**config.mk**
```make
export PLATFORM = sky130hd
export DESIGN_NAME = imem_fetch_flat
export DESIGN_NICKNAME = d
export VERILOG_FILES = /design/src/rtl/imem_fetch_if.sv /design/src/rtl/imem_fetch.sv /design/src/flat_wrapper.sv
export SDC_FILE = /design/constraint.sdc
export NUM_CORES = 1
export LEC_CHECK = 0
export CAP_MARGIN = 10
export CORE_ASPECT_RATIO = 1.1
export CORE_MARGIN = 5
export CORE_UTILIZATION = 64
export DETAILED_ROUTE_END_ITERATION = 7
export GPL_TIMING_DRIVEN = 0
export HOLD_SLACK_MARGIN = 0.1
export PLACE_DENSITY = 0.95
export SYNTH_ARGS = -nofsm -noshare
export SYNTH_HDL_FRONTEND = slang
export SYNTH_SLANG_ARGS = --single-unit
```
**constraint.sdc**
```tcl
create_clock -name clk -period 6.5 [get_ports clk]
set_input_delay 1.95 -clock clk [delete_from_list [all_inputs] [get_ports clk]]
set_output_delay 1.95 -clock clk [all_outputs]
set_load 0.02 [all_outputs]
```
**src/rtl/imem_fetch_if.sv**
```systemverilog
// Loader and fetch signal bundle between the PC/fetch stage and the instruction memory.
// The fetch stage uses the master modport and the memory uses the slave modport.
interface imem_fetch_if #(
    parameter int DATA_W = 16,
    parameter int ADDR_W = 4
);
    logic              ld_start;
    logic              ld_en;
    logic [DATA_W-1:0] ld_data;
    logic [ADDR_W-1:0] ld_ptr;
    logic              ld_done;

    logic              rd_en;
    logic [ADDR_W-1:0] rd_addr;
    logic              stall;
    logic              flush;
    logic [DATA_W-1:0] instr;
    logic [ADDR_W-1:0] instr_addr;
    logic              instr_valid;

    modport master (
        output ld_start, ld_en, ld_data, rd_en, rd_addr, stall, flush,
        input  ld_ptr, ld_done, instr, instr_addr, instr_valid
    );

    modport slave (
        input  ld_start, ld_en, ld_data, rd_en, rd_addr, stall, flush,
        output ld_ptr, ld_done, instr, instr_addr, instr_valid
    );
endinterface

```
**src/rtl/imem_fetch.sv**
```systemverilog
// Parametrised instruction memory with a registered fetch port and a sequential program loader.
// Fetch has one cycle of latency, and a same-cycle load to the fetched address is forwarded write-first.
module imem_fetch #(
    parameter int                DATA_W   = 16,
    parameter int                ADDR_W   = 4,
    parameter logic [DATA_W-1:0] NOP_WORD = '0
) (
    input  logic        clk,
    input  logic        rst,
    imem_fetch_if.slave bus
);
    localparam int DEPTH = 2 ** ADDR_W;

    logic [DATA_W-1:0] mem_q [DEPTH];

    logic [ADDR_W-1:0] ld_ptr_q, ld_ptr_d;
    logic              ld_done_q, ld_done_d;
    logic              ld_wr;

    logic [DATA_W-1:0] rd_word;
    logic [DATA_W-1:0] instr_q, instr_d;
    logic [ADDR_W-1:0] instr_addr_q, instr_addr_d;
    logic              instr_valid_q, instr_valid_d;

    // Loader next state. ld_start outranks ld_en and suppresses the write.
    always_comb begin
        // NOTE: every output of this block gets a default first, so no path leaves a latch behind.
        ld_wr     = bus.ld_en && !bus.ld_start;
        ld_ptr_d  = ld_ptr_q;
        ld_done_d = 1'b0;
        if (bus.ld_start) begin
            ld_ptr_d = '0;
        end else if (bus.ld_en) begin
            ld_ptr_d  = ld_ptr_q + ADDR_W'(1);
            ld_done_d = (ld_ptr_q == ADDR_W'(DEPTH - 1));
        end
    end

    // A write landing this cycle at the fetched address is forwarded to the fetch.
    always_comb begin
        if (ld_wr && (bus.rd_addr == ld_ptr_q)) begin
            rd_word = bus.ld_data;
        end else begin
            rd_word = mem_q[bus.rd_addr];
        end
    end

    always_comb begin
        instr_d       = NOP_WORD;
        instr_addr_d  = instr_addr_q;
        instr_valid_d = 1'b0;
        if (bus.flush) begin
            instr_d = NOP_WORD;
        end else if (bus.stall) begin
            instr_d       = instr_q;
            instr_valid_d = instr_valid_q;
        end else if (bus.rd_en) begin
            instr_d       = rd_word;
            instr_addr_d  = bus.rd_addr;
            instr_valid_d = 1'b1;
        end
    end

    // NOTE: the storage array has no reset, so a program loaded before rst survives it.
    always_ff @(posedge clk) begin
        if (!rst && ld_wr) begin
            mem_q[ld_ptr_q] <= bus.ld_data;
        end
    end

    always_ff @(posedge clk) begin
        // NOTE: state registers use non-blocking assignments so that every flop samples pre-edge values.
        if (rst) begin
            ld_ptr_q      <= '0;
            ld_done_q     <= 1'b0;
            instr_q       <= NOP_WORD;
            instr_addr_q  <= '0;
            instr_valid_q <= 1'b0;
        end else begin
            ld_ptr_q      <= ld_ptr_d;
            ld_done_q     <= ld_done_d;
            instr_q       <= instr_d;
            instr_addr_q  <= instr_addr_d;
            instr_valid_q <= instr_valid_d;
        end
    end

    assign bus.ld_ptr      = ld_ptr_q;
    assign bus.ld_done     = ld_done_q;
    assign bus.instr       = instr_q;
    assign bus.instr_addr  = instr_addr_q;
    assign bus.instr_valid = instr_valid_q;
endmodule

```
**src/flat_wrapper.sv**
```systemverilog
// flat-port wrapper written by rule: the top's interface ports become plain ports
module imem_fetch_flat 
#(
    parameter int                DATA_W   = 16,
    parameter int                ADDR_W   = 4,
    parameter logic [DATA_W-1:0] NOP_WORD = '0
)
  (clk, rst, bus_ld_start, bus_ld_en, bus_ld_data, bus_rd_en, bus_rd_addr, bus_stall, bus_flush, bus_ld_ptr, bus_ld_done, bus_instr, bus_instr_addr, bus_instr_valid);
  imem_fetch_if #(.DATA_W(DATA_W), .ADDR_W(ADDR_W)) bus_i ();
  input  logic clk;
  input  logic rst;
  input wire logic [$bits(bus_i.ld_start)-1:0] bus_ld_start;
  input wire logic [$bits(bus_i.ld_en)-1:0] bus_ld_en;
  input wire logic [$bits(bus_i.ld_data)-1:0] bus_ld_data;
  input wire logic [$bits(bus_i.rd_en)-1:0] bus_rd_en;
  input wire logic [$bits(bus_i.rd_addr)-1:0] bus_rd_addr;
  input wire logic [$bits(bus_i.stall)-1:0] bus_stall;
  input wire logic [$bits(bus_i.flush)-1:0] bus_flush;
  output wire logic [$bits(bus_i.ld_ptr)-1:0] bus_ld_ptr;
  output wire logic [$bits(bus_i.ld_done)-1:0] bus_ld_done;
  output wire logic [$bits(bus_i.instr)-1:0] bus_instr;
  output wire logic [$bits(bus_i.instr_addr)-1:0] bus_instr_addr;
  output wire logic [$bits(bus_i.instr_valid)-1:0] bus_instr_valid;
  assign bus_i.ld_start = bus_ld_start;
  assign bus_i.ld_en = bus_ld_en;
  assign bus_i.ld_data = bus_ld_data;
  assign bus_i.rd_en = bus_rd_en;
  assign bus_i.rd_addr = bus_rd_addr;
  assign bus_i.stall = bus_stall;
  assign bus_i.flush = bus_flush;
  assign bus_ld_ptr = bus_i.ld_ptr;
  assign bus_ld_done = bus_i.ld_done;
  assign bus_instr = bus_i.instr;
  assign bus_instr_addr = bus_i.instr_addr;
  assign bus_instr_valid = bus_i.instr_valid;
  imem_fetch #(.DATA_W(DATA_W), .ADDR_W(ADDR_W), .NOP_WORD(NOP_WORD)) u_core (.clk(clk), .rst(rst), .bus(bus_i));
endmodule
```
# Word level (Yosys, flattened, before mapping)
# Memories as Yosys holds them, arrays and structs flattened.
# Cells that the tools add are included.
# totals
reg_bits,26
mem_bits_rw,256
inputBits,27
out_inout_bits,26
elab_cells,26
memories,1
# op_classes
n_addsub,1
n_eq_ne,2
mux,5
bitwise,3
reduce_logical,9
# memory_table
memory,depth,width,rd,rd_ports_with_merged_regs,write_ports,line_no,rtl
u_core.mem_q,16,16,1,0,1,imem_fetch.sv:14,logic [DATA_W-1:0] mem_q [DEPTH];
# op_table
op,n
two-way mux 16 bit,2
"adder 4 x 1 -> 4 bit, second input constant",1
equality test 4 bit,1
"equality test 4 bit, second input constant",1
OR reduction 2 bit,2
logical AND 1 bit,3
two-way mux 1 bit,3
inverter 1 bit,3
AND reduction 3 bit,1
OR reduction 3 bit,1
logical NOT 1 bit,2

# Longest topological paths before layout
# Gate-level depths: netlist of the first run.
# depth
depth_word,5
depth_mapped,8

# Worst setup path before layout of the first run
# OpenSTA, ideal clock, no wires.
# synth_timing
kind,in2reg
startpoint,input port rst
endpoint,"memory u_core.mem_q[3][0], enable pin"
setup_time_ps,374
arrival_time_ps,3025
required_ps,6126
slack_ps,3102
path_stages,5
path_buffers,1
path_cell_list,clkbuf_1 -> nor2_1 -> nand2_1 -> nor3_1 -> and2_1
# synth_via
elab_chain_cells,4
# synth_rtl
item,line_no,rtl
from (decl),flat_wrapper.sv:11,input logic rst;
logical NOT 1 bit,imem_fetch.sv:66,if (!rst && ld_wr) begin
logical AND 1 bit,imem_fetch.sv:66,
two-way mux 1 bit,imem_fetch.sv:66,
two-way mux 1 bit (not written as such),imem_fetch.sv:67,mem_q[ld_ptr_q] <= bus.ld_data;
to (decl),imem_fetch.sv:14,
# No other way between the ends.

# Final worst setup path of the first run
# layout_timing
startpoint,input port bus_ld_start
endpoint,"memory u_core.mem_q[7][2], enable pin"
# layout_via
elab_chain_cells,5
# layout_rtl
item,line_no,rtl
from (decl),flat_wrapper.sv:12,input wire logic [$bits(bus_i.ld_start)-1:0] bus_ld_start;
logical NOT 1 bit,imem_fetch.sv:28,ld_wr = bus.ld_en && !bus.ld_start;
logical AND 1 bit,imem_fetch.sv:28,
logical AND 1 bit,imem_fetch.sv:66,
two-way mux 1 bit,imem_fetch.sv:66,
two-way mux 1 bit (not written as such),imem_fetch.sv:67,
# No other way between the ends.

==> metrics.txt, run 1 <==
RSZ-0062 raised after global routing=false; core area=0.01708 mm²; root buf cell=clkbuf_16; Synth async-reset ratio=0%; final wirelength=25890 µm; TNS Setup=0 ns; global-route wire length before repair=39740 µm; Buffers on Ports=46; crit path cell chain=clkdlybuf4s50_1 -> nor2_1 -> nand2_1 -> nor3_1 -> and2_1; XOR/XNOR Fraction of Synth Area=0.5514%; post-synthesis cell count=609; Via Count=6373; Area growth, synth to finish=15.18%; CTS tree=done; post-route ant nets=0; vias in the first global route=6419; Simple-Gate Fraction of Synth Area=2.836%; chip height=148.2 µm; yosys warns=0; clock sink count=282; Post-route DRC=0; Worst Skew=0.01100 ns; area of the multi-input gates=0.002624 mm²; largest net degree at the start of global routing=18; status=finished, final reports clean; Vias per Instance=6.801; clock buffer depth=3; Sw Pwr=784.2 µW; Syn Std Cell Area=0.01112 mm²; final period utilization=60.46%; Post-synth top flop=edfxtp_1; LEAKAGE=4.157 nW; post-synthesis compound-gate area fraction=5.267%; Clock power frac=42.3%; GR met2 Demand/Resource=44.27%; diode count=0; Setup violations, final=0; Synth Area per Inst=18.26 µm²; Layout Nets=714; H-tree levels=1; Synth area leader=edfxtp_1; relative slew slack=35.81%; Slowest-stage cell, CP=and2_1; Post-synth EDFFs=256; Synth Register Bits=282; adder-cell share of the synthesized area=0.4501%; layout cells sized above 1=20.77%; M1 GR Usage=35.70%; mux cell area share after synthesis=14.49%; register area share after synthesis=73.82%; sequential cell area=0.008208 mm²; Die ar.=0.02011 mm²; GRT busiest layer=met2; io pins=53; Slew Limit Fails=0; Worst EP required=6.65 ns; global-route usage over all layers=26.44%; critical path fanouts, max=16; final core utilization=74.98%; postcts setup bufs=0; DP Wirelength=15260 µm; Clock transition at path regs=0.07 ns; Synthesized Nets=640; CP Capture Type=flop; WP data arrival=4.08 ns; cell row count=50; Max Cap Viol=0; CP Launch Type=input port; Initial Utilization=65.10%; combinational share of power=5.5%; initial antenna violation count=0; fmax=254.5 MHz; Sw Ratio=20.60%; met3 Use GR=4.364%; Max stage delay on crit path=0.83 ns; Hold Fails Final Rpt=0; combinational family with the most area after synthesis=multiplexers; initial DRC count=1028; Pwr per Cell Area=297.2 mW/mm²; gr ovfl total=0; Fillers=870; # hold bufs at CTS=0; routability cong.=0.8712; worst ir drop on vdd=234.7 µV; Die W=135.7 µm; Distinct cells, synth=30; DR WL/cell=27.63 µm; Worst Tran Pin Value=0.9628 ns; area share of the largest cell type after synthesis=69.14%; Pint=3.022 mW; clock buffer count from CTS=26; worst min path class=reg -> reg; drt pass-1 iters=6; Worst-Skew Late Latency=0.53 ns; crit path kind=in -> reg; Final min period=3.930 ns; synth top area cells=edfxtp_1 69%, mux4_2 9.7%, dfxtp_1 4.7%; post_cts resized=0; Reg power frac=52.2%
==> worst paths after layout <==
| check | startpoint | to | slack (ns) | depth (start not counted) |
|---|---|---|---|---|
| hold reg to reg | u_core.bus.instr_valid$_SDFFE_PP0N_ | u_core.bus.instr_valid$_SDFFE_PP0N_ | 0.46 | 2 |
| setup reg to reg | u_core.bus.ld_ptr[2]$_SDFFE_PP0P_ | u_core.mem_q[7][2]$_DFFE_PP_ | 4.34 | 3 |
| setup / recovery | bus_ld_start | u_core.mem_q[7][2]$_DFFE_PP_ | 2.57 | 5 |
| hold / removal | u_core.bus.instr_valid$_SDFFE_PP0N_ | u_core.bus.instr_valid$_SDFFE_PP0N_ | 0.46 | 2 |
==> synth_stat cells (all sizes together), types with 2 or more instances <==
library cell,count
edfxtp,256
xnor2,2
xor2,5
o21ai,36
a21oi,21
mux4,48
nand2b,2
inv,20
a31oi,16
nand2,24
mux2,32
and2,18
nor2,4
mux2i,17
buf,21
dfxtp,26
o22ai,32
ha,4
nor3,7
clkbuf,14
==> final cells by class <==
type                    count  area share [%]
clock buffers              40           6.722
well taps                 234           2.286
repair buffers             46           3.596
plain buffers              35           1.651
multi-input cells         272           20.49
clock inverters             8          0.5765
flip-flops and latches    282           64.09
inverters                  20          0.5862
==> power groups by stage <==
stage	logic (mW)	registers (mW)	clock network (mW)
floorplan	0.112	2.03	0
detailed placement	0.199	2.03	0
CTS	0.205	1.99	1.61
global route	0.220	1.99	1.70
finish	0.209	1.99	1.61
global placement	0.187	2.03	0
==> flip-flops by register name, indices dropped and copies added, names as in the netlist <==
signal	flops
u_core.bus.instr	16
u_core.bus.instr_valid	1
u_core.mem_q	256
u_core.bus.instr_addr	4
u_core.bus.ld_ptr	4
u_core.bus.ld_done	1
==> critical path, delay by kind of cell <==
kind	cells	cell delay, ns
AND/OR/NAND/NOR	4	1.57
buffers and inverters	1	0.55
==> through the flow <==
stage | power (mW) | worst slack, ns | hold slack (ns) | cells | instance area [µm²]
after global placement | 2.213 | 2.353 | 0.4418 | 889 | 11870
after floorplan | 2.141 | 3.102 | 0.5345 | 609 | 11120
final | 3.806 | 2.570 | 0.4560 | 937 | 12810
after CTS | 3.806 | 2.657 | 0.4569 | 937 | 12810
after global routing | 3.907 | 2.477 | 0.4777 | 937 | 12810
after detailed placement | 2.225 | 2.209 | 0.4475 | 889 | 11870
==> cell usage in the layout (no fill, tap or decap), types with 2 or more instances in the layout <==
master / count
a31oi_1: 16
clkbuf_1: 19
and2_1: 17
nor2_1: 4
o21ai_0: 16
o22ai_1: 32
mux4_2: 48
clkbuf_8: 3
buf_2: 10
clkinv_2: 4
o21ai_1: 20
xor2_1: 5
clkinvlp_4: 2
clkdlybuf4s50_1: 46
a21oi_1: 21
inv_1: 19
clkbuf_16: 32
nor3_1: 6
ha_1: 4
buf_1: 2
buf_6: 9
xnor2_1: 2
nand2b_1: 2
nand2_1: 24
mux2i_1: 17
edfxtp_1: 256
mux2_2: 32
dfxtp_1: 26
==> layer usage <==
| layer | vias up | wire length (µm) |
|---|---|---|
| li1 | 2575 | - |
| met1 | 3137 | 8854 |
| met2 | 558 | 13120 |
| met3 | 103 | 2871 |
| met4 | 0 | 1035 |
| met5 | - | 0 |
==> cell families after synthesis <==
group	count (synthesis)
AOI/OAI and AO/OA	105
xor gates and xnor gates	7
adders and majority gates	4
buffers and inverters	55
DFF	282
muxes	97
and+or+nand+nor	59
(Power assumes the default switching activity.)
==> inputs of run 2 (changes only) <==
--- a/config.mk
+++ b/config.mk
@@ -8,11 +8,11 @@
 export CAP_MARGIN = 10
 export CORE_ASPECT_RATIO = 1.1
 export CORE_MARGIN = 5
-export CORE_UTILIZATION = 64
+export CORE_UTILIZATION = 54
 export DETAILED_ROUTE_END_ITERATION = 7
 export GPL_TIMING_DRIVEN = 0
 export HOLD_SLACK_MARGIN = 0.1
-export PLACE_DENSITY = 0.95
+export PLACE_DENSITY = 0.86
 export SYNTH_ARGS = -nofsm -noshare
 export SYNTH_HDL_FRONTEND = slang
 export SYNTH_SLANG_ARGS = --single-unit
==> constraint.sdc (replaced) <==
create_clock -name clk -period 3.4 [get_ports clk]
set_input_delay 1.02 -clock clk [delete_from_list [all_inputs] [get_ports clk]]
set_output_delay 1.02 -clock clk [all_outputs]
set_load 0.02 [all_outputs]
==> run 2 against run 1 <==
Against the previous run:
- die area up 17%
- critical path depth unchanged
- worst setup slack worse by 2.0 ns
- non-clock buffer count unchanged
- hold slack better by 0.0049 ns
- clock power up 80%
==> metrics.txt, run 2 (synthesis results as in run 1) <==
status=finished, final reports clean; crit path cell chain=clkdlybuf4s50_1 -> nor2_1 -> nand3_1 -> nor2_1 -> and2_1; CP Capture Type=flop; post_cts resized=0 (unchanged); Worst EP required=3.55 ns (-3.10 ns); Worst Skew=0.01399 ns (+0.002988 ns); area of the multi-input gates=0.002624 mm² (unchanged); diode count=0 (unchanged); clock buffer depth=3 (unchanged); Via Count=6025 (-5.5%); drt pass-1 iters=5 (-1); relative slew slack=34.94% (-0.87 points); Max Cap Viol=0 (unchanged); largest net degree at the start of global routing=18 (unchanged); worst ir drop on vdd=326.7 µV (+39%); final core utilization=62.33% (-13 points); final period utilization=83.43%; sequential cell area=0.008208 mm² (unchanged); RSZ-0062 raised after global routing=false; Pwr per Cell Area=555.6 mW/mm² (+87%); global-route wire length before repair=36520 µm (-8.1%); io pins=53 (unchanged); Fin Hold WS=0.4609 ns (+0.004919 ns); Clock transition at path regs=0.06 ns (about the same); Setup violations, final=0 (unchanged); WP data arrival=2.98 ns (-1.10 ns); Overall Power=7.078 mW (+86%); Slew Limit Fails=0 (unchanged); finished layout cell area=0.01274 mm² (-0.53%); max FFs per register=256 (unchanged); Initial Utilization=54.40% (-11 points); # hold bufs at CTS=0 (unchanged); routability cong.=0.9245 (+6.1%); cell row count=55 (+10%); root buf cell=clkbuf_16; Buffers on Ports=46 (unchanged); vias in the first global route=6228 (-3.0%); final wirelength=24200 µm (-6.5%); most frequent cells in the layout=256 x edfxtp_1, 48 x mux4_2, 46 x clkdlybuf4s50_1, 32 x mux2_2, 32 x o22ai_1; H-tree levels=1 (unchanged); Vias per Instance=6.289 (-7.5%); CP Launch Type=input port; Cells after DPL=911 (+2.5%); clock buffer count from CTS=26 (unchanged); final worst slack=0.5633 ns (-2.007 ns); DP Wirelength=15390 µm (+0.88%); dpl cell area=0.01190 mm² (+0.23%); clock sink count=282 (unchanged); Die W=146.8 µm (+8.2%); postcts setup bufs=0 (unchanged); initial antenna violation count=0 (unchanged); worst hold path cell count=2 (unchanged); Worst R2R Path Depth=3 (unchanged); chip height=160.5 µm (+8.3%); fin cells=958 (+2.2%); worst min path class=reg -> reg; Die ar.=0.02356 mm² (+17%); Max stage delay on crit path=0.82 ns (about the same); LEAKAGE=4.112 nW (-1.1%); Slowest-stage cell, CP=and2_1; worst slack at placement=0.02343 ns (-2.185 ns); TNS Setup=0 ns (unchanged); critical path fanouts, max=16 (unchanged); crit path kind=in -> reg; Fillers=1289 (+48%); global-route usage over all layers=20.07% (-6.4 points); Biggest register=u_core.mem_q; Post-route DRC=0 (unchanged); post-route ant nets=0 (unchanged); Worst-Skew Late Latency=0.53 ns (about the same); Layout Nets=714 (unchanged); most used cell, CP=nor2_1; initial DRC count=628 (-39%); Hold Fails Final Rpt=0 (unchanged); DR WL/cell=25.26 µm (-8.6%); layout cells sized above 1=19.80% (-0.97 points); gr ovfl total=0 (unchanged); Worst Tran Pin Value=0.9759 ns (+0.01305 ns); CTS tree=done; most common cell after layout, fill and taps aside=edfxtp_1; fmax=352.5 MHz; Area growth, synth to finish=14.57%; Final min period=2.837 ns; core area=0.02044 mm² (+20%)
run 2: changes by cell type in the layout (fill, tap and decap cells not counted), moves of 2 or more:
cell       previous run  this run
clkinv_1              0         8
clkbuf_16            32        27
clkbuf_8              3         0
bufinv_16             1         3
clkbuf_1             19        17
run 2: worst max-delay path, delay by kind of cell:
family / cells / cell delay (ns)
and+or+nand+nor: 4 / 1.42
buffers and inverters: 1 / 0.54
run 2: final timing paths:
kind / endpoint / slack, ns / start
setup / recovery: u_core.mem_q[13][1]$_DFFE_PP_ / 0.56 / bus_ld_start
hold / removal: u_core.bus.instr_valid$_SDFFE_PP0N_ / 0.46 / u_core.bus.instr_valid$_SDFFE_PP0N_
setup reg to reg: u_core.mem_q[6][13]$_DFFE_PP_ / 1.34 / u_core.bus.ld_ptr[2]$_SDFFE_PP0P_
hold reg to reg: u_core.bus.instr_valid$_SDFFE_PP0N_ / 0.46 / u_core.bus.instr_valid$_SDFFE_PP0N_
run 2: report_power, final:
part	leakage (nW)	total [mW]	internal (mW)	switching, mW
Sequential	2.51	3.80	3.79	0.00728
Clock	0.411	2.89	1.67	1.23
Combinational	1.19	0.387	0.156	0.231
Total	4.11	7.08	5.61	1.46
run 2: layer usage:
metal | vias to the layer above | global-route usage [%] | share of wire (%)
li1 | 2572 | - | -
met2 | 340 | 36.16 | 52
met4 | 0 | 4.876 | 2.2
met3 | 52 | 2.765 | 7.6
met5 | - | 0 | 0
met1 | 3061 | 25.94 | 38
run 2: cell type report:
class	instances	share of cell area (%)
Buffer	35	1.660
Clock buffer	30	5.392
Clock inverter	17	1.198
Inverter	20	0.5893
Multi-Input combinational cell	272	20.60
Sequential cell	282	64.43
Tap cell	256	2.514
Timing Repair Buffer	46	3.615
==> inputs of run 3 (changes only) <==
--- a/config.mk
+++ b/config.mk
@@ -8,11 +8,11 @@
 export CAP_MARGIN = 10
 export CORE_ASPECT_RATIO = 1.1
 export CORE_MARGIN = 5
-export CORE_UTILIZATION = 54
+export CORE_UTILIZATION = 60
 export DETAILED_ROUTE_END_ITERATION = 7
 export GPL_TIMING_DRIVEN = 0
 export HOLD_SLACK_MARGIN = 0.1
-export PLACE_DENSITY = 0.86
+export PLACE_DENSITY = 0.9
 export SYNTH_ARGS = -nofsm -noshare
 export SYNTH_HDL_FRONTEND = slang
 export SYNTH_SLANG_ARGS = --single-unit
==> constraint.sdc (replaced) <==
create_clock -name clk -period 2.85 [get_ports clk]
set_input_delay 0.855 -clock clk [delete_from_list [all_inputs] [get_ports clk]]
set_output_delay 0.855 -clock clk [all_outputs]
set_load 0.02 [all_outputs]
==> run 3 against run 2 <==
Against the previous run:
- sequential share of layout area is 0.26 points lower
- clock power is 26% higher
- critical path depth stayed put
- clock skew is 0.00077 ns lower
- combinational power is 21% higher
- largest power group unchanged
- core utilization is 7.4 points higher
- die area is 9.4% lower
- flip-flop and latch count stayed put
- sequential power is 19% higher
- via count is 3.3% higher
==> metrics.txt, run 3 (synthesis results as in run 1) <==
core area=0.01835 mm² (-10%); Worst Tran Pin Value=0.9528 ns (-0.02302 ns); cell row count=52 (-5.5%); crit path kind=in -> reg; largest net degree at the start of global routing=18 (unchanged); R2R setup slack=0.63 ns (-0.71 ns); gr ovfl total=0 (unchanged); vias in the first global route=6307 (+1.3%); H-tree levels=1 (unchanged); final wirelength=25230 µm (+4.3%); Clock transition at path regs=0.06 ns (about the same); Worst EP required=2.99 ns (-0.56 ns); io pins=53 (unchanged); final period utilization=96.11%; root buf cell=clkbuf_16; chip height=152.8 µm (-4.8%); Final min period=2.739 ns; relative slew slack=36.48% (+1.5 points); Via Count=6225 (+3.3%); finished layout cell area=0.01279 mm² (+0.40%); CP Launch Type=input port; drt pass-1 iters=7 (+2); LEAKAGE=4.151 nW (+0.95%); Biggest register=u_core.mem_q; global-route usage over all layers=23.57% (+3.5 points); Post-route DRC=0 (unchanged); worst min path class=reg -> reg; Cells after DPL=898 (-1.4%); clock buffer depth=3 (unchanged); Vias per Instance=6.587 (+4.7%); Max Cap Viol=0 (unchanged); routability cong.=0.9261 (+0.17%); initial DRC count=1071 (+71%); RSZ-0062 raised after global routing=false; Slowest-stage cell, CP=and2_1; DR WL/cell=26.70 µm (+5.7%); TNS Setup=0 ns (unchanged); diode count=0 (unchanged); max FFs per register=256 (unchanged); initial antenna violation count=0 (unchanged); Setup violations, final=0 (unchanged); Area growth, synth to finish=15.04%; Worst-Skew Late Latency=0.53 ns (about the same); Hold Fails Final Rpt=0 (unchanged); Max stage delay on crit path=0.79 ns (-0.03 ns); CTS tree=done; final core utilization=69.71% (+7.4 points); Worst Skew=0.01322 ns (-0.0007677 ns); Fillers=1079 (-16%); worst ir drop on vdd=471.6 µV (+44%); Die W=139.8 µm (-4.8%); clock buffer count from CTS=26 (unchanged); DP Wirelength=15390 µm (about the same); Buffers on Ports=46 (unchanged); # hold bufs at CTS=0 (unchanged); Slew Limit Fails=0 (unchanged); fmax=365.1 MHz; Initial Utilization=60.60% (+6.2 points); Overall Power=8.629 mW (+22%); most common cell after layout, fill and taps aside=edfxtp_1; dpl cell area=0.01188 mm² (-0.14%); global-route wire length before repair=38180 µm (+4.6%); Pwr per Cell Area=674.7 mW/mm² (+21%); crit path cell chain=clkdlybuf4s50_1 -> nor2_1 -> nand2_1 -> nor3_1 -> and2_1; clock sink count=282 (unchanged); most frequent cells in the layout=256 x edfxtp_1, 48 x mux4_2, 46 x clkdlybuf4s50_1, 32 x mux2_2, 32 x o22ai_1; fin cells=945 (-1.4%); WP data arrival=2.88 ns (-0.10 ns); Layout Nets=714 (unchanged); CP Capture Type=flop; status=finished, final reports clean; post-route ant nets=0 (unchanged); critical path fanouts, max=16 (unchanged); Die ar.=0.02136 mm² (-9.4%); layout cells sized above 1=21.23% (+1.4 points)
-- run 3: cell types whose count changed in the layout (fill, tap and decap cells not counted), sizes merged --
cell,before,now
clkinvlp,1,0
clkinv,13,11
inv,20,21
bufinv,3,5
-- run 3: final cells by class --
type	count	area (µm²)	share of cell area (%)
Inverter	20	75.07	0.5870
Buffer	35	211.5	1.653
Sequential cell	282	8208	64.18
Clock buffer	30	686.9	5.371
Clock inverter	17	212.7	1.663
Multi-Input combinational cell	272	2631	20.57
Timing Repair Buffer	46	460.4	3.600
Tap cell	243	304.0	2.377
-- run 3: timing repair --
action	CTS	global route
buffers inserted	0	0
endpoints found under the setup margin	13	70
cloned	0	0
gates resized for setup	1	5
pin swaps	0	0
-- run 3: routing by layer --
layer	track usage [%]	part of all wire [%]	wire (µm)
met1	31.04	35	8889
met2	40.11	51	12870
met3	4.112	10	2532
met4	8.168	3.7	934
met5	0	0	0
-- run 3: final timing paths --
kind                                       end  depth (start not counted)                              start
min          u_core.bus.instr[14]$_SDFFE_PP0N_                          2  u_core.bus.instr[14]$_SDFFE_PP0N_
max reg2reg   u_core.bus.instr[5]$_SDFFE_PP0N_                          6  u_core.bus.ld_ptr[1]$_SDFFE_PP0P_
max               u_core.mem_q[4][5]$_DFFE_PP_                          5                       bus_ld_start
min reg2reg  u_core.bus.instr[14]$_SDFFE_PP0N_                          2  u_core.bus.instr[14]$_SDFFE_PP0N_
-- run 3: critical path, delay by kind of cell --
kind,cells,cell delay [ns]
AND/OR/NAND/NOR,4,1.46
buffers and inverters,1,0.56
-- run 3: report_power, final --
group,switching (mW),internal (mW),total (mW)
registers,0.0106,4.52,4.53
clock network,1.45,2.18,3.63
logic,0.280,0.187,0.467
-- run 3: stage by stage --
step / setup WS [ns] / hold WS, ns
3_5_place_dp: -0.4001 / 0.4590
2_1_floorplan: 0.5467 / 0.5345
6_report: 0.1110 / 0.4662
3_3_place_gp: -0.2110 / 0.4433
5_1_grt: 0.02275 / 0.4805
4_1_cts: 0.02231 / 0.4668
